## src/rtl/multi_channel_cmd_sequencer.sv

```systemverilog
// Buffers host commands and issues them one at a time to NUM_CH request/response channels,
// returning one in-order result per command with error/timeout reporting and an error counter.
module multi_channel_cmd_sequencer #(
  parameter int NUM_CH      = 2,
  parameter int ADDR_W      = 32,
  parameter int DATA_W      = 32,
  parameter int FIFO_DEPTH  = 8,
  parameter int TIMEOUT_CYC = 256,
  localparam int CHW = (NUM_CH > 1) ? $clog2(NUM_CH) : 1,
  localparam int CW  = $clog2(FIFO_DEPTH) + 1
) (
  input  logic                     clk,
  input  logic                     rst_n,
  input  logic                     cmd_valid,
  output logic                     cmd_ready,
  input  logic [CHW-1:0]           cmd_ch,
  input  logic                     cmd_write,
  input  logic [ADDR_W-1:0]        cmd_addr,
  input  logic [DATA_W-1:0]        cmd_wdata,
  output logic [NUM_CH-1:0]        req_valid,
  input  logic [NUM_CH-1:0]        req_ready,
  output logic                     req_write,
  output logic [ADDR_W-1:0]        req_addr,
  output logic [DATA_W-1:0]        req_wdata,
  input  logic [NUM_CH-1:0]        rsp_valid,
  input  logic [NUM_CH-1:0]        rsp_err,
  input  logic [NUM_CH*DATA_W-1:0] rsp_rdata,
  output logic                     res_valid,
  input  logic                     res_ready,
  output logic [CHW-1:0]           res_ch,
  output logic [DATA_W-1:0]        res_rdata,
  output logic                     res_err,
  output logic                     res_timeout,
  output logic                     busy,
  output logic [CW-1:0]            fifo_count,
  output logic [15:0]              err_count
);

  localparam int PW = $clog2(FIFO_DEPTH);
  localparam int TW = $clog2(TIMEOUT_CYC) + 1;

  typedef enum logic [2:0] {IDLE, POP, ISSUE, WAIT_RSP, REPORT} state_t;

  state_t state, next_state;

  logic [CHW-1:0]    fifo_ch    [FIFO_DEPTH];
  logic              fifo_write [FIFO_DEPTH];
  logic [ADDR_W-1:0] fifo_addr  [FIFO_DEPTH];
  logic [DATA_W-1:0] fifo_wdata [FIFO_DEPTH];
  logic [PW-1:0]     wr_ptr, rd_ptr;
  logic [CW-1:0]     count;

  logic [CHW-1:0]    cur_ch;
  logic              cur_write;
  logic [ADDR_W-1:0] cur_addr;
  logic [DATA_W-1:0] cur_wdata;
  logic [TW-1:0]     timer;

  logic              push, pop, fifo_avail, ch_ok;
  logic [CHW-1:0]    head_ch;
  logic [NUM_CH-1:0] ch_sel;
  logic              req_hs, rsp_hit, rsp_err_sel, timeout_hit;
  logic [DATA_W-1:0] rsp_data_sel;

  assign cmd_ready  = (count < CW'(FIFO_DEPTH));
  assign push       = cmd_valid && cmd_ready;
  assign pop        = (state == POP);
  // An incoming push counts as available so an idle sequencer reaches ISSUE two cycles after the push.
  assign fifo_avail = (count != '0) || push;
  assign head_ch    = fifo_ch[rd_ptr];
  assign fifo_count = count;
  assign busy       = (state != IDLE) || (count != '0);

  if (NUM_CH == (1 << CHW)) begin : g_all_codes_valid
    assign ch_ok = 1'b1;
  end else begin : g_range_check
    assign ch_ok = (head_ch < CHW'(NUM_CH));
  end

  assign ch_sel       = NUM_CH'(1) << cur_ch;
  assign req_hs       = (state == ISSUE) && ((req_ready & ch_sel) != '0);
  assign rsp_hit      = (state == WAIT_RSP) && ((rsp_valid & ch_sel) != '0);
  assign rsp_err_sel  = (rsp_err & ch_sel) != '0;
  assign rsp_data_sel = rsp_rdata[int'(cur_ch)*DATA_W +: DATA_W];
  assign timeout_hit  = (timer == TW'(TIMEOUT_CYC - 2));

  assign req_valid = (state == ISSUE) ? ch_sel : '0;
  assign req_write = cur_write;
  assign req_addr  = cur_addr;
  assign req_wdata = cur_wdata;
  assign res_valid = (state == REPORT);

  always_ff @(posedge clk) begin
    if (push) begin
      fifo_ch[wr_ptr]    <= cmd_ch;
      fifo_write[wr_ptr] <= cmd_write;
      fifo_addr[wr_ptr]  <= cmd_addr;
      fifo_wdata[wr_ptr] <= cmd_wdata;
    end
  end

  always_ff @(posedge clk or negedge rst_n) begin
    if (!rst_n) begin
      wr_ptr <= '0;
      rd_ptr <= '0;
      count  <= '0;
    end else begin
      if (push) wr_ptr <= wr_ptr + PW'(1);
      if (pop)  rd_ptr <= rd_ptr + PW'(1);
      case ({push, pop})
        2'b10:   count <= count + CW'(1);
        2'b01:   count <= count - CW'(1);
        default: count <= count;
      endcase
    end
  end

  always_ff @(posedge clk or negedge rst_n) begin
    if (!rst_n) state <= IDLE;
    else        state <= next_state;
  end

  always_comb begin
    next_state = state;
    case (state)
      IDLE:     if (fifo_avail) next_state = POP;
      POP:      next_state = ch_ok ? ISSUE : REPORT;
      ISSUE:    if (req_hs) next_state = WAIT_RSP;
      WAIT_RSP: if (rsp_hit || timeout_hit) next_state = REPORT;
      REPORT:   if (res_ready) next_state = fifo_avail ? POP : IDLE;
      default:  next_state = IDLE;
    endcase
  end

  // A response in the final wait cycle takes priority over the timeout.
  always_ff @(posedge clk or negedge rst_n) begin
    if (!rst_n) begin
      cur_ch      <= '0;
      cur_write   <= 1'b0;
      cur_addr    <= '0;
      cur_wdata   <= '0;
      timer       <= '0;
      res_ch      <= '0;
      res_rdata   <= '0;
      res_err     <= 1'b0;
      res_timeout <= 1'b0;
      err_count   <= '0;
    end else begin
      case (state)
        POP: begin
          cur_ch      <= head_ch;
          cur_write   <= fifo_write[rd_ptr];
          cur_addr    <= fifo_addr[rd_ptr];
          cur_wdata   <= fifo_wdata[rd_ptr];
          res_ch      <= head_ch;
          res_rdata   <= '0;
          res_err     <= !ch_ok;
          res_timeout <= 1'b0;
        end
        ISSUE: timer <= '0;
        WAIT_RSP: begin
          timer <= timer + TW'(1);
          if (rsp_hit) begin
            res_err   <= rsp_err_sel;
            res_rdata <= (cur_write || rsp_err_sel) ? '0 : rsp_data_sel;
          end else if (timeout_hit) begin
            res_err     <= 1'b1;
            res_timeout <= 1'b1;
          end
        end
        REPORT: begin
          if (res_ready && res_err && (err_count != 16'hFFFF))
            err_count <= err_count + 16'd1;
        end
        default: ;
      endcase
    end
  end

endmodule

```

## config.mk

```make
export PLATFORM = sky130hd
export DESIGN_NAME = multi_channel_cmd_sequencer
export DESIGN_NICKNAME = d
export VERILOG_FILES = /design/src/rtl/multi_channel_cmd_sequencer.sv
export SDC_FILE = /design/constraint.sdc
export NUM_CORES = 1
export LEC_CHECK = 0
export ABC_CLOCK_PERIOD_IN_PS = 6000
export CAP_MARGIN = 0
export CORE_MARGIN = 2
export CORE_UTILIZATION = 51
export DETAILED_ROUTE_END_ITERATION = 8
export PLACE_DENSITY_LB_ADDON = 0.1
export SLEW_MARGIN = 10
export SYNTH_ARGS = -nofsm -noshare
export SYNTH_HDL_FRONTEND = slang
export SYNTH_SLANG_ARGS = --single-unit
```

## constraint.sdc

```tcl
create_clock -name clk -period 6 [get_ports clk]
set_input_delay 1.2 -clock clk [delete_from_list [all_inputs] [get_ports clk]]
set_output_delay 1.2 -clock clk [all_outputs]
set_load 0.05 [all_outputs]
```

==> results of run 1 <==
-- layout by cell type, fill, tap and decap left out, drive strengths merged, types with 4 or more instances in the layout --
| cell | instances |
|---|---|
| nand3 | 7 |
| mux2i | 102 |
| nand2b | 7 |
| mux2 | 5 |
| xnor2 | 18 |
| nand2 | 124 |
| xor2 | 8 |
| edfxtp | 528 |
| o21ai | 107 |
| ha | 8 |
| nor3 | 10 |
| nor2 | 23 |
| a21oi | 7 |
| nor2b | 4 |
| buf | 25 |
| nand4 | 9 |
| dfrtp | 138 |
| clkdlybuf4s50 | 263 |
| clkinv | 18 |
| clkbuf | 102 |
| inv | 8 |
| mux4 | 132 |
-- final timing paths --
kind,start,to,slack (ns),cells after the start
max in group asynchronous,rst_n,req_wdata[7],4.06,2
min reg2reg,res_rdata[1],res_rdata[1],0.47,2
max reg2reg,rd_ptr[0],req_addr[3],3.11,4
min,res_rdata[1],res_rdata[1],0.47,2
max,state[2],req_valid[1],2.04,5
min in group asynchronous,rst_n,err_count[14],0.74,1
-- sequential cells by signal (all words and copies together) (netlist names), 8 cells and up --
signal / cells
fifo_addr: 256
fifo_wdata: 256
req_addr: 32
req_wdata: 32
res_rdata: 32
err_count: 16
timer: 9
fifo_ch: 8
fifo_write: 8
-- metal layers --
layer / share of wire (%) / GRT usage, % / routed length [µm]
met1: 43 / 27.89 / 22390
met3: 5.8 / 4.550 / 3018
met5: 0 / 0 / 0
met4: 1.4 / 5.474 / 729
met2: 50 / 34.68 / 26040
-- cell type report --
cell class                      count  share of cell area, %
Antenna cell                        2                0.01602
Inverter                            8                0.09610
Timing Repair Buffer              288                  9.158
Tap cell                          672                  2.691
Clock inverter                     22                 0.4885
Clock buffer                      102                  6.323
Multi-Input combinational cell    591                  19.39
Sequential cell                   666                  61.83
-- through the flow --
stage	cell area, µm²	util [%]	setup WS (ns)
after floorplan	25650	-	1.028
after global placement	29110	58.39	2.186
after detailed placement	29110	58.39	2.086
after CTS	31240	62.65	2.021
after global routing	31240	62.65	1.830
final	31250	62.66	2.044
-- logic make-up after synthesis --
logic type                 count (synthesis)  share of synthesized area (%)
buffers and inverters                     77                          1.328
and+or+nand+nor                          195                          3.314
xor gates and xnor gates                  26                         0.8883
AOI/OAI and AO/OA                        123                          2.963
adders and majority gates                  8                         0.3905
DFF                                      666                          75.32
muxes                                    239                          15.80
-- power breakdown --
part	total (mW)	switching, mW	internal, mW
Clock	4.03	1.67	2.36
Sequential	6.29	0.571	5.72
Combinational	4.94	2.90	2.05
-- tightest hold or removal path, delay by kind of cell (launching register included) --
family	cells	cell delay (ns)
and+or+nand+nor	1	0.06
DFF	1	0.33
AOI/OAI and AO/OA	1	0.05
==> summary.txt, run 1 <==
Status
  • Status: finished clean

Synth
  • Area contributors post-synth: edfxtp_1 (62%), dfrtp_1 (13%), mux4_2 (12%), mux2i_1 (4.0%), nand2_1 (1.8%)
  • Post-Syn Area: approximately 26,000 µm²
  • Top FF cell, synth: edfxtp_1
  • Sequential element share of the synthesized area: 75.32%
  • Count leader, synth: edfxtp_1
  • Number of warnings issued by yosys: 0
  • Post-synth EDFFs: 528
  • Mapped Nets: 1,482
  • Synthesis-stage register bit count: 666
  • Yosys top cell area share: 61.85%
  • Area leader, netlist: edfxtp_1
  • Commonest cells post-synth: edfxtp_1 (528), dfrtp_1 (138), mux4_2 (132), nand2_1 (124), mux2i_1 (102)
  • Mean Syn Cell Area: ~19 µm²
  • Mapped Cells: around 1,300
  • Synth cell types: 42
  • Post-synth ARST share: 20.72%

Route
  • # DRC: 0
  • Routed Antenna Nets: 0
  • Vias: 12,910
  • Wire length per cell: 22.20 µm
  • Final wirelength: 52,180 µm
  • Routed vias/inst: 5.493
  • Initial DRC count: 1,111
  • 1st-pass router iterations: 5

Pwr
  • Leak: 10.87 nW
  • Highest ir drop seen on vdd: between 0.0002 and 0.0003 V
  • Final Power: 15.26 mW
  • Power Density: just under 500 nW/µm²

Critical path
  • Crit-path slowest cell: clkdlybuf4s50_1
  • Critical path peak fanout: 18
  • Critical path, cell by cell: nand2b_1, nor2_1, nand2_1, inv_1, clkdlybuf4s50_1
  • CP Buf/Inv Count: 2
  • CP required: approximately 4.8 ns
  • Family with the most delay on the worst path: buffers and inverters
  • Kind of critical path: register to output port
  • CP Launch Type: register
  • Setup crit end kind: output port
  • CP arrival: 2.76 ns
  • CP max stage delay: 0.80 ns

Floorplan
  • Std-Cell Rows: 82
  • Chip Height: 228.2 µm
  • Die area: approximately 52,000 µm²
  • Initial core utilization: 51.41%
  • Number of I/O pins: around 270
  • DIE WIDTH: 228.2 µm
  • Area of the core: 49,860 µm²

Timing
  • Clk_skew: 0.01934 ns
  • Max Clock Freq: about 250 MHz
  • Final Hold Fails: 0
  • Tmin final: slightly below 4 ns
  • Final period util: roughly 66%
  • Final setup viols: 0
  • Slew Viols, Final: 0
  • Slew HR: 27.67%
  • Fin Hold WS: 0.4717 ns
  • Worst-Margin Slew: 1.085 ns
  • RSZ-0062 raised after global routing: false
  • Setup TNS: 0 ns

Global route
  • Initial antenna violation count: 2
  • Vias in the first global route: 13,740
  • Grt ovf: 0
  • First-pass GRT wire length: 82,300 µm
  • Largest net degree at the start of global routing: 98
  • GRT Util Overall: 20.74%

Hold path
  • Type of the worst min-delay path: register to register

Clock network
  • Clk Latency, worst-skew pair: 0.59 ns
  • # clock sinks: roughly 670
  • TritonCTS Buffers: 69
  • Setup Buffers After CTS: 0
  • Clock slew at reported path FFs: 0.06 ns
  • Root buffer cell: clkbuf_16
  • Post-CTS resize count: 0
  • CTS max path bufs: 3
  • Hold buffer count at cts: 0
  • TritonCTS clock tree: yes
  • Htree depth: 3

Placed design
  • RD Place Congestion: 0.7980
  • DP HPWL: 31,530 µm
  • Cells after DPL: between 2,000 and 2,500
  • Buffers on Ports: roughly 260

Finish
  • Area Overhead vs Synth: 21.88%
  • Multi-input logic area: 6060 µm²
  • FF+latch area: 19,320 µm²
  • Non-Filler Instances: roughly 2,400
  • Fill count: 3,633
  • Final nets: 1,772
  • Share of cells above drive strength 1: 17.53%

Job
  • Max cap viols: 0
No activity file was read; power rests on OpenSTA's default activity.
==> inputs of run 2 (changes only) <==
--- a/config.mk
+++ b/config.mk
@@ -5,10 +5,10 @@
 export SDC_FILE = /design/constraint.sdc
 export NUM_CORES = 1
 export LEC_CHECK = 0
-export ABC_CLOCK_PERIOD_IN_PS = 6000
+export ABC_CLOCK_PERIOD_IN_PS = 3750
 export CAP_MARGIN = 0
 export CORE_MARGIN = 2
-export CORE_UTILIZATION = 51
+export CORE_UTILIZATION = 57
 export DETAILED_ROUTE_END_ITERATION = 8
 export PLACE_DENSITY_LB_ADDON = 0.1
 export SLEW_MARGIN = 10
==> constraint.sdc (replaced) <==
create_clock -name clk -period 3.75 [get_ports clk]
set_input_delay 0.75 -clock clk [delete_from_list [all_inputs] [get_ports clk]]
set_output_delay 0.75 -clock clk [all_outputs]
set_load 0.05 [all_outputs]
==> summary.txt, run 2 (synthesis gave the netlist of run 1 again) <==
Timing
  • Final setup viols: 0
  • Clk_skew: 0.01839 ns
  • Slew Viols, Final: 0
  • Setup TNS: 0 ns
  • Final period util: 94.07%
  • RSZ-0062 raised after global routing: false
  • Fin Hold WS: 0.2333 ns
  • Slew HR: 47.02%
  • Max Clock Freq: 283.5 MHz
  • Worst-Margin Slew: just under 0.8 ns
  • Tmin final: approximately 3.5 ns
  • Final Hold Fails: 0

Route
  • WL met2: 25,930 µm
  • Vias: between 10,000 and 15,000
  • 1st-pass router iterations: 5
  • Top sig layer: met5
  • Met3 Wirelength: approximately 3000 µm
  • Wire length per cell: 22.77 µm
  • Initial DRC count: 1,028
  • Final wirelength: 52,010 µm
  • Wire length on met1: 21,980 µm
  • Routed vias/inst: 5.699
  • Routed Antenna Nets: 0
  • # DRC: 0

Floorplan
  • DIE WIDTH: 216.1 µm
  • Area of the core: 44,320 µm²
  • Number of I/O pins: 265
  • Initial core utilization: between 50 and 60%
  • Std-Cell Rows: 77
  • Chip Height: between 200 and 250 µm
  • Die area: 46,690 µm²

Critical path
  • R2r setup slk: 1.28 ns
  • CP Launch Type: register
  • CP required: roughly 3.0 ns
  • Kind of critical path: register to output port
  • FF-to-FF End: res_rdata[12]
  • Critical path peak fanout: 18
  • Worst r2r src: state[1]
  • FF-to-FF path depth: 4
  • Setup crit end kind: output port
  • CP arrival: 2.78 ns

Finish
  • Final nets: 1,781
  • Share of cells above drive strength 1: between 10% and 20%
  • Non-Filler Instances: 2,284
  • Area Overhead vs Synth: 22.91%
  • Commonest non-fill, non-tap cell in the layout: edfxtp_1
  • Largest registers: fifo_addr: 256 flops, fifo_wdata: 256 flops
  • Most frequent cells in the layout: edfxtp_1 (528), clkdlybuf4s50_1 (263), dfrtp_1 (134)

Global route
  • Grt ovf: 0
  • GRT Util Overall: 22.83%
  • First-pass GRT wire length: between 80,000 and 90,000 µm
  • Largest net degree at the start of global routing: between 80 and 90
  • Vias in the first global route: 13,700
  • Initial antenna violation count: 9

Placed design
  • DP HPWL: 31,300 µm
  • Buffers on Ports: 264
  • RD Place Congestion: ~0.83
  • Cells after DPL: 2,156

Pwr
  • Highest ir drop seen on vdd: 0.0006920 V
  • Power Density: 787.2 nW/µm²
  • Final Power: 24.80 mW
  • Leak: 11.04 nW

Clock network
  • Root buffer cell: clkbuf_16
  • Hold buffer count at cts: 0
  • TritonCTS Buffers: 67
  • CTS max path bufs: 3
  • Clock slew at reported path FFs: 0.05 ns
  • TritonCTS clock tree: yes
  • Setup Buffers After CTS: 0
  • Post-CTS resize count: 0
  • Htree depth: 3
  • # clock sinks: roughly 670
  • Clk Latency, worst-skew pair: 0.59 ns

Job
  • Max cap viols: 0

Status
  • Status: finished clean

Hold path
  • Type of the worst min-delay path: input pin to asynchronous set/reset pin
-- run 2: cell count changes in the layout (fill, tap and decap cells not counted), moves of 2 or more --
cell        previous run  this run
buf_4                 21        18
clkbuf_8               4         9
clkbuf_16             73        70
clkinv_2               4        13
bufinv_16              2         5
clkinvlp_4             2         0
diode_2                2         6
clkbuf_1              25        19
clkinv_1              13         2
buf_12                 3        17
inv_6                  0         2
-- run 2: layout make-up --
type,instances,area [µm²]
Fill cell,2812,12810
Antenna cell,6,15.01
Multi-Input combinational cell,591,6060
Inverter,8,30.03
Clock buffer,98,1947
Clock inverter,24,276.5
Timing Repair Buffer,299,3119
Tap cell,592,740.7
Sequential cell,666,19320
-- run 2: report_power, final --
part	switching, mW	internal, mW
Combinational	4.78	3.39
Sequential	0.835	9.15
Clock	2.68	3.97
-- run 2: worst max-delay path: stages (launching register included) --
cell             delay, ns
dfrtp_1               0.51
nand2b_1              0.41
nor2_1                0.30
nand2_1               0.11
inv_1                 0.08
clkdlybuf4s50_1       0.79
-- run 2: layer usage --
metal | vias up | GRT usage (%)
li1 | 5867 | -
met1 | 6707 | 31.08
met2 | 369 | 37.60
met3 | 70 | 5.039
met4 | 4 | 6.781
met5 | - | 0
-- run 2: how the worst max path moves through the flow --
stage               from                end  slack (ns)  cells past startpoint
6_report        state[1]       req_valid[1]        0.22                      5
5_1_grt         state[1]       req_valid[1]        0.03                      5
4_1_cts         state[1]       req_valid[1]        0.22                      5
3_5_place_dp   cmd_valid  fifo_wdata[0][28]        0.50                      5
3_3_place_gp   cmd_valid  fifo_wdata[0][28]        0.50                      5
2_1_floorplan  cmd_valid    fifo_addr[6][0]       -0.77                      3
-- run 2: through the flow --
step	setup WS [ns]	util (%)	instance area, µm²
finish	0.2223	71.10	31510
global route	0.03386	71.08	31500
CTS	0.2160	71.06	31490
detailed placement	0.4956	66.05	29270
global placement	0.4988	66.05	29270
floorplan	-0.7722	-	25650
==> inputs of run 3 (changes only) <==
--- a/config.mk
+++ b/config.mk
@@ -8,8 +8,9 @@
 export ABC_CLOCK_PERIOD_IN_PS = 3750
 export CAP_MARGIN = 0
 export CORE_MARGIN = 2
-export CORE_UTILIZATION = 57
+export CORE_UTILIZATION = 60
 export DETAILED_ROUTE_END_ITERATION = 8
+export DONT_BUFFER_PORTS = 1
 export PLACE_DENSITY_LB_ADDON = 0.1
 export SLEW_MARGIN = 10
 export SYNTH_ARGS = -nofsm -noshare
==> summary.txt, run 3 (synthesis gave the netlist of run 1 again) <==
Placed design
  • Placed Instance Area: about 27,000 µm²
  • Pre-CTS WS: 0.7741 ns
  • DP HPWL: 29,270 µm
  • RD Place Congestion: about 0.75
  • Buffers on Ports: 0

Finish
  • Area Overhead vs Synth: 11.95%
  • Final nets: 1,514
  • Commonest non-fill, non-tap cell in the layout: edfxtp_1
  • Share of cells above drive strength 1: 21.97%
  • Largest registers: fifo_addr: 256 flops, fifo_wdata: 256 flops
  • Most frequent cells in the layout: edfxtp_1 (528), dfrtp_1 (134), mux4_2 (132)
  • Fill count: 2,671
  • Final design area excluding fillers: 28,700 µm²

Route
  • Vias: approximately 12,000
  • Final wirelength: 48,750 µm
  • Wire length per cell: 24.85 µm
  • Routed Antenna Nets: 0
  • Initial DRC count: 1,028
  • 1st-pass router iterations: 5
  • Routed vias/inst: 6.138
  • # DRC: 0

Critical path
  • FF-to-FF path depth: 4
  • CP required: around 3 ns
  • Setup crit end kind: output port
  • Critical path peak fanout: 18
  • R2r setup slk: 0.89 ns
  • Worst r2r src: fifo_count[3]
  • Kind of critical path: register to output port
  • FF-to-FF End: fifo_addr[2][13]
  • CP Launch Type: register
  • CP arrival: 2.37 ns

Floorplan
  • Area of the core: 42,040 µm²
  • Die area: 44,400 µm²
  • Initial core utilization: between 60 and 70%
  • Chip Height: ~210 µm
  • DIE WIDTH: 210.7 µm
  • Number of I/O pins: 265
  • Std-Cell Rows: 75

Global route
  • Largest net degree at the start of global routing: approximately 140
  • Vias in the first global route: 12,520
  • First-pass GRT wire length: roughly 75,000 µm
  • GRT Util Overall: a little under a quarter
  • Grt ovf: 0
  • Initial antenna violation count: 3

Hold path
  • Type of the worst min-delay path: input pin to asynchronous set/reset pin

Timing
  • Fin Hold WS: -0.1275 ns
  • Tmin final: 3.118 ns
  • Slew Viols, Final: 0
  • Setup TNS: 0 ns
  • Clk_skew: ~0.024 ns
  • Worst-Margin Slew: around 0.83 ns
  • Final setup viols: 0
  • Final period util: 83.15%
  • Post-route setup slack: between 0.6 and 0.7 ns
  • Final Hold Fails: 138
  • Slew HR: 45.00%
  • Max Clock Freq: around 320 MHz
  • RSZ-0062 raised after global routing: false

Pwr
  • Cell internal pwr: 15.42 mW
  • Power Density: 816.2 nW/µm²
  • Highest ir drop seen on vdd: 0.0005612 V
  • Switching share of power: 34.15%
  • Comb pwr share: 22.1%
  • Leak: ~10 nW
  • Net Switching: around 8.0 mW
  • Flop pwr share: 50.1%
  • Clock power share: about 28%
  • Final Power: 23.42 mW

Clock network
  • # clock sinks: about 670
  • Root buffer cell: clkbuf_16
  • Clk Latency, worst-skew pair: 0.59 ns
  • TritonCTS Buffers: 67
  • TritonCTS clock tree: yes
  • Htree depth: 3
  • Clock slew at reported path FFs: 0.05 ns
  • CTS max path bufs: 3
  • Setup Buffers After CTS: 0

Status
  • Failing checks: hold timing
  • Status: finished with violations

Job
  • Max cap viols: 0
[run 3: changes by cell type in the layout (fill, tap and decap cells not counted), sizes merged]
cell and delta:
bufinv -2, clkinvlp +2, clkdlybuf4s50 -263, inv -2
clkbuf -2, buf -4, clkinv +5, diode -3
[run 3: final cells by class]
class | count | area (µm²) | area share, %
repair buffers | 32 | 415.4 | 1.447
diodes | 3 | 7.507 | 0.02616
well taps | 539 | 674.4 | 2.350
inverters | 8 | 30.03 | 0.1046
multi-input cells | 591 | 6060 | 21.11
clock inverters | 27 | 241.5 | 0.8414
flip-flops and latches | 666 | 19320 | 67.32
clock buffers | 96 | 1951 | 6.797
[run 3: power groups by stage]
stage | Clock [mW] | Combinational (mW) | Sequential (mW)
after floorplan | 0 | 4.29 | 11.4
after global placement | 0 | 5.19 | 11.9
after detailed placement | 0 | 5.28 | 11.9
after CTS | 6.66 | 5.29 | 11.8
after global routing | 6.93 | 5.67 | 11.9
final | 6.53 | 5.17 | 11.7
[run 3: through the flow]
step           instances  util (%)
3_3_place_gp        1836     63.04
5_1_grt             1962     68.27
2_1_floorplan       1334         -
4_1_cts             1959     68.25
6_report            1962     68.27
3_5_place_dp        1836     63.04
[run 3: critical path: stages, from the launching register on]
cell	delay [ns]
dfrtp_1	0.45
nand2b_1	0.47
nor2_1	0.38
nand2_1	0.13
inv_1	0.37
[run 3: how the worst max path moves through the flow]
stage | end | slack (ns) | startpoint
finish | req_valid[1] | 0.63 | state[2]
floorplan | fifo_addr[6][0] | -0.77 | cmd_valid
CTS | req_valid[1] | 0.66 | state[2]
global placement | fifo_addr[2][8] | 0.83 | cmd_valid
detailed placement | fifo_addr[2][16] | 0.77 | cmd_valid
global route | req_valid[1] | 0.46 | state[1]
[run 3: metal layers]
| layer | global-route usage, % | vias to the layer above | wire length, µm |
|---|---|---|---|
| li1 | - | 5328 | - |
| met1 | 29.89 | 6253 | 19660 |
| met2 | 36.79 | 376 | 24060 |
| met3 | 6.408 | 86 | 3682 |
| met4 | 7.528 | 0 | 1344 |
| met5 | 0 | - | 0 |
[run 3: repair_timing]
item / in CTS / in global routing
endpoints found under the setup margin: 0 / 0
gates resized for setup: 0 / 0
endpoints found under the hold margin: 138 / 138
==> RTL change 1: new RTL, settings of run 3 <==
The parameter `ADDR_W` goes from 32 to 48.
--- a/src/rtl/multi_channel_cmd_sequencer.sv
+++ b/src/rtl/multi_channel_cmd_sequencer.sv
@@ -2,7 +2,7 @@
 // returning one in-order result per command with error/timeout reporting and an error counter.
 module multi_channel_cmd_sequencer #(
   parameter int NUM_CH      = 2,
-  parameter int ADDR_W      = 32,
+  parameter int ADDR_W      = 48,
   parameter int DATA_W      = 32,
   parameter int FIFO_DEPTH  = 8,
   parameter int TIMEOUT_CYC = 256,
Ports: changed (resized cmd_addr and req_addr); port bits go from 265 to 297. No check against the original RTL was run, so the function may have changed too.
==> RTL change 1 against run 3 <==
  * The flow still finishes with violations (negative hold slack)
  * Worst setup slack improved by 0.016 ns
  * Area after synthesis rose by 21%
  * Sequential cell count rose by 144
  * Clock power rose by 24%
  * Power rose by 20%
  * Cell area rose by 21%
  * Routed wire length rose by 23%
  * Critical path type unchanged
  * Highest routed layer unchanged
==> RTL change 1: results (changes against run 3) <==
----------------------------------------------------
[Timing]
  Slew at the pin closest to its max-slew limit ... 0.908 ns (+0.0832 ns)
  Hold slack final ... -0.162 ns (-0.0343 ns)
  Worst-case setup margin in the final layout ... 0.648 ns (+0.0156 ns)
  Number of hold violations in the final report ... 154 (+12%)
  Clock Skew ... 0.0254 ns (+0.00108 ns)

[Global routing]
  Via count of the first global-routing pass ... 15200 (+21%)
  First-pass GRT wire length ... 91.4 mm (+22%)
  Global-route total usage across every layer ... 23.1% (+0.47 points)
  Number of antenna violations at the first check in global routing ... 0 (-3)

[Synthesis]
  Number of distinct library cells after synthesis ... 44 (+4.8%)
  Fraction of the yosys area taken by sequential cells ... 76.2% (+0.89 points)
  Post-synth EDFFs ... 656 (+24%)
  Top cells by area, synth ... sky130_fd_sc_hd__edfxtp_1 (64%), sky130_fd_sc_hd__dfrtp_1 (12%), sky130_fd_sc_hd__mux4_2 (12%)
  Top post-synthesis cells by count ... sky130_fd_sc_hd__edfxtp_1 (656), sky130_fd_sc_hd__mux4_2 (164), sky130_fd_sc_hd__dfrtp_1 (154), sky130_fd_sc_hd__nand2_1 (139), sky130_fd_sc_hd__mux2i_1 (119)
  Asr flop ratio synth ... 19.0% (-1.7 points)
  Post-Synthesis Net Count ... 1745 (+18%)
  Cell count after synthesis ... 1581 (+19%)

[Placement]
  Global placement routability congestion ... 0.793 (+5.7%)
  Number of placed instances, taps included ... 2220 (+21%)
  Count of buffers inserted at the top-level ports ... 0 (unchanged)
  Post-place instance area ... 32000 um^2 (+21%)
  Worst setup slack before clock tree synthesis ... 0.970 ns (+0.196 ns)
  Detail Placement HPWL ... 34.0 mm (+16%)

[Drt]
  Wire length per cell ... 25.3 um (+1.6%)
  Number of DRC markers in iteration 0 ... 936 (-8.9%)
  Number of vias per cell ... 6.08 (-0.96%)

[Worst setup path]
  Peak fanout along the critical path ... 3 (-15)
  Worst Path Arrival ... 2.35 ns (-0.02 ns)
  Worst setup slack for register-to-register paths ... 1.08 ns (+0.19 ns)
  Library cell contributing the largest single delay on the critical path ... sky130_fd_sc_hd__dfrtp_1
  Largest stage delay on the critical path ... 0.57 ns (+0.10 ns)
  Reg-to-reg endpoint ... fifo_addr[3][37]
  Crit. Startpoint ... fifo_count[3]
  Crit path to ... busy

[Pwr]
  IR drop worst, VDD ... 0.624 mV (+11%)
  Leakage power figure ... 11.9 nW (+19%)

[Clocking]
  Worst-skew pair later-pin latency ... 0.62 ns (+0.03 ns)
  Clock buffers created by TritonCTS ... 81 (+21%)

[Layout]
  Number of antenna diodes ... 0 (-3)
  Nets ... 1787 (+18%)
  Number of filler cells placed in the layout ... 3282 (+23%)
  Largest register FFs ... 384
  Final Non-Filler Cells ... 2368 (+21%)
  Fraction of layout cells with a size suffix above 1 ... 20.2% (-1.8 points)

[Run status]
  Violated checks ... negative hold slack
  Run status ... finished, violations left

----------------------------------------------------
[RTL change 1: worst max-delay path: cells and delay by family (launching register included)]
kind                   cells  cell delay [ns]
buffers and inverters      1             0.49
DFF                        1             0.57
and+or+nand+nor            2             0.69
[RTL change 1: power by group]
part / switching, W / internal (W) / total (W) / leakage [nW]
logic: 0.00322 / 0.00285 / 0.00608 / 2.69
clock network: 0.00326 / 0.00482 / 0.00808 / 1.32
registers: 0.00289 / 0.0110 / 0.0139 / 7.91
total: 0.00938 / 0.0187 / 0.0281 / 11.9
[RTL change 1: layout make-up]
| cell class | count | area (um^2) | area share [%] |
|---|---|---|---|
| repair buffers | 38 | 510 | 1.47 |
| clock inverters | 37 | 408 | 1.18 |
| multi-input cells | 684 | 7040 | 20.3 |
| clock buffers | 111 | 2280 | 6.58 |
| well taps | 680 | 851 | 2.45 |
| inverters | 8 | 30.0 | 0.0866 |
| flip-flops and latches | 810 | 23600 | 67.9 |
[RTL change 1: worst min path at each step]
stage | start | end | slack, ns | cells past startpoint
after global routing | rst_n | err_count[1] | -0.20 | 0
after detailed placement | rst_n | err_count[14] | 0.46 | 0
after CTS | rst_n | req_addr[11] | -0.20 | 0
after floorplan | rst_n | cur_ch | 0.45 | 0
after global placement | rst_n | err_count[14] | 0.46 | 0
final | rst_n | err_count[1] | -0.16 | 0
[RTL change 1: cell families (layout without fill, tap and decap cells)]
kind of cell	Yosys count	in the layout	synth area share (%)
xor+xnor	21	21	0.595
compound gates	152	152	2.59
fa+ha+maj	8	8	0.324
mux	287	287	16.0
buf+inv	87	194	1.27
simple gates	216	216	3.07
flops	810	810	76.2
[RTL change 1: per-layer routing]
layer	global-route usage [%]	part of all wire, %	up-vias
met5	0	0	-
met4	6.05	2.1	0
met3	6.16	6.8	87
met2	38.7	50	409
met1	30.4	41	7528
li1	-	-	6372
==> RTL change 2: new RTL, flow settings as in run 3 <==
Without the edit above. The 5 states of `state_t` get a one-hot encoding in 5 bits.
--- a/src/rtl/multi_channel_cmd_sequencer.sv
+++ b/src/rtl/multi_channel_cmd_sequencer.sv
@@ -39,7 +39,7 @@
   localparam int PW = $clog2(FIFO_DEPTH);
   localparam int TW = $clog2(TIMEOUT_CYC) + 1;
 
-  typedef enum logic [2:0] {IDLE, POP, ISSUE, WAIT_RSP, REPORT} state_t;
+  typedef enum logic [4:0] {IDLE = 5'b00001, POP = 5'b00010, ISSUE = 5'b00100, WAIT_RSP = 5'b01000, REPORT = 5'b10000} state_t;
 
   state_t state, next_state;
 
Function: no difference found for any inputs over 4 cycles, from zero or initial values and one cycle with rst_n low; so few cycles prove little.
==> RTL change 2 against run 3 <==
  * Sequential share of layout area shrank 0.86 points
  * First-iteration DRC count up 2.0%
  * Hold slack got worse by 0.0011 ns
  * Area after synthesis grew 1.2%
  * Critical path depth decreased by 2
  * Cell count increased by 2.2%
  * Routed wire length is 3.1% higher
  * Cell area up 1.6%
  * Sequential cell count grew 2
  * Largest cell class unchanged
  * Worst setup slack got worse by 0.26 ns
  * Power decreased by 2.8%
  * The run still ends with negative hold slack left
==> RTL change 2: results (changes against run 3) <==
----------------------------------------------------
[Placement]
  Post-place instance area ... 26900 um^2 (+1.4%)

[Layout]
  Fraction of layout cells with a size suffix above 1 ... 22.3% (+0.28 points)
  Design area ... 29100 um^2 (+1.6%)
  Number of filler cells placed in the layout ... 2743 (+2.7%)

[Pwr]
  Comb group ... 0.00466 W (-9.9%)
  IR drop worst, VDD ... 0.561 mV (about the same)
  Power dissipated in sequential cells ... 0.0113 W (-3%)
  Power after layout ... 0.0228 W (-2.8%)

[Synthesis]
  Top post-synthesis cells by count ... sky130_fd_sc_hd__edfxtp_1 (528), sky130_fd_sc_hd__dfrtp_1 (139), sky130_fd_sc_hd__mux4_2 (132), sky130_fd_sc_hd__mux2i_1 (104), sky130_fd_sc_hd__nand2_1 (92)
  Post-Synthesis Net Count ... 1480 (-0.13%)
  Asr flop ratio synth ... 21.0% (+0.24 points)
  Top cells by area, synth ... sky130_fd_sc_hd__edfxtp_1 (61%), sky130_fd_sc_hd__dfrtp_1 (13%), sky130_fd_sc_hd__mux4_2 (11%)
  Number of distinct library cells after synthesis ... 50 (+19%)
  Cell count after synthesis ... 1332 (-0.15%)

[Global routing]
  Number of antenna violations at the first check in global routing ... 1 (-2)
  Maximum number of pins on one net before global-route repair ... 141 (+1.4%)
  Via count of the first global-routing pass ... 12600 (+0.37%)

[Timing]
  Post-route fraction of the period consumed by the critical path ... 90.0% (+6.9 points)
  Max-slew headroom ... 38.9% (-6.1 points)
  Hold slack final ... -0.129 ns (-0.00114 ns)
  Number of hold violations in the final report ... 139 (+0.72%)

[Run status]
  Violated checks ... negative hold slack
  Run status ... finished, violations left

[Worst setup path]
  Crit. Startpoint ... fifo_count[1]
  Worst setup slack for register-to-register paths ... 1.03 ns (+0.14 ns)
  Peak fanout along the critical path ... 8 (-10)
  Crit path to ... busy

[Drt]
  Wire length per cell ... 25.1 um (+0.87%)
  Met3 wirelength from detailed routing ... 3.60 mm (-2.1%)
  Number of DRC markers in iteration 0 ... 1049 (+2.0%)

----------------------------------------------------
==> RTL change 2: worst max-delay path, cell delays in order (launching register included) <==
cell                      delay, ns
sky130_fd_sc_hd__dfrtp_1       0.65
sky130_fd_sc_hd__or4_1         0.64
sky130_fd_sc_hd__or4bb_1       0.77
==> RTL change 2: final cells by class <==
class / count / area, um^2 / area share [%]
sequential: 668 / 19400 / 66.5
multi-input combinational: 585 / 6310 / 21.7
clock buffer: 100 / 2030 / 6.95
tap: 585 / 732 / 2.51
timing repair buffer: 35 / 400 / 1.37
clock inverter: 21 / 259 / 0.889
inverter: 11 / 41.3 / 0.142
antenna: 1 / 2.50 / 0.00859
==> RTL change 2: cell families (layout without fill, tap and decap cells) <==
logic type | Yosys count | in the layout | synth area share, %
simple gates | 174 | 174 | 3.21
mux | 247 | 247 | 15.9
flops | 668 | 668 | 74.6
fa+ha+maj | 8 | 8 | 0.386
compound gates | 132 | 132 | 3.64
other cells | 0 | 1 | 0
xor+xnor | 24 | 24 | 0.810
buf+inv | 79 | 167 | 1.41
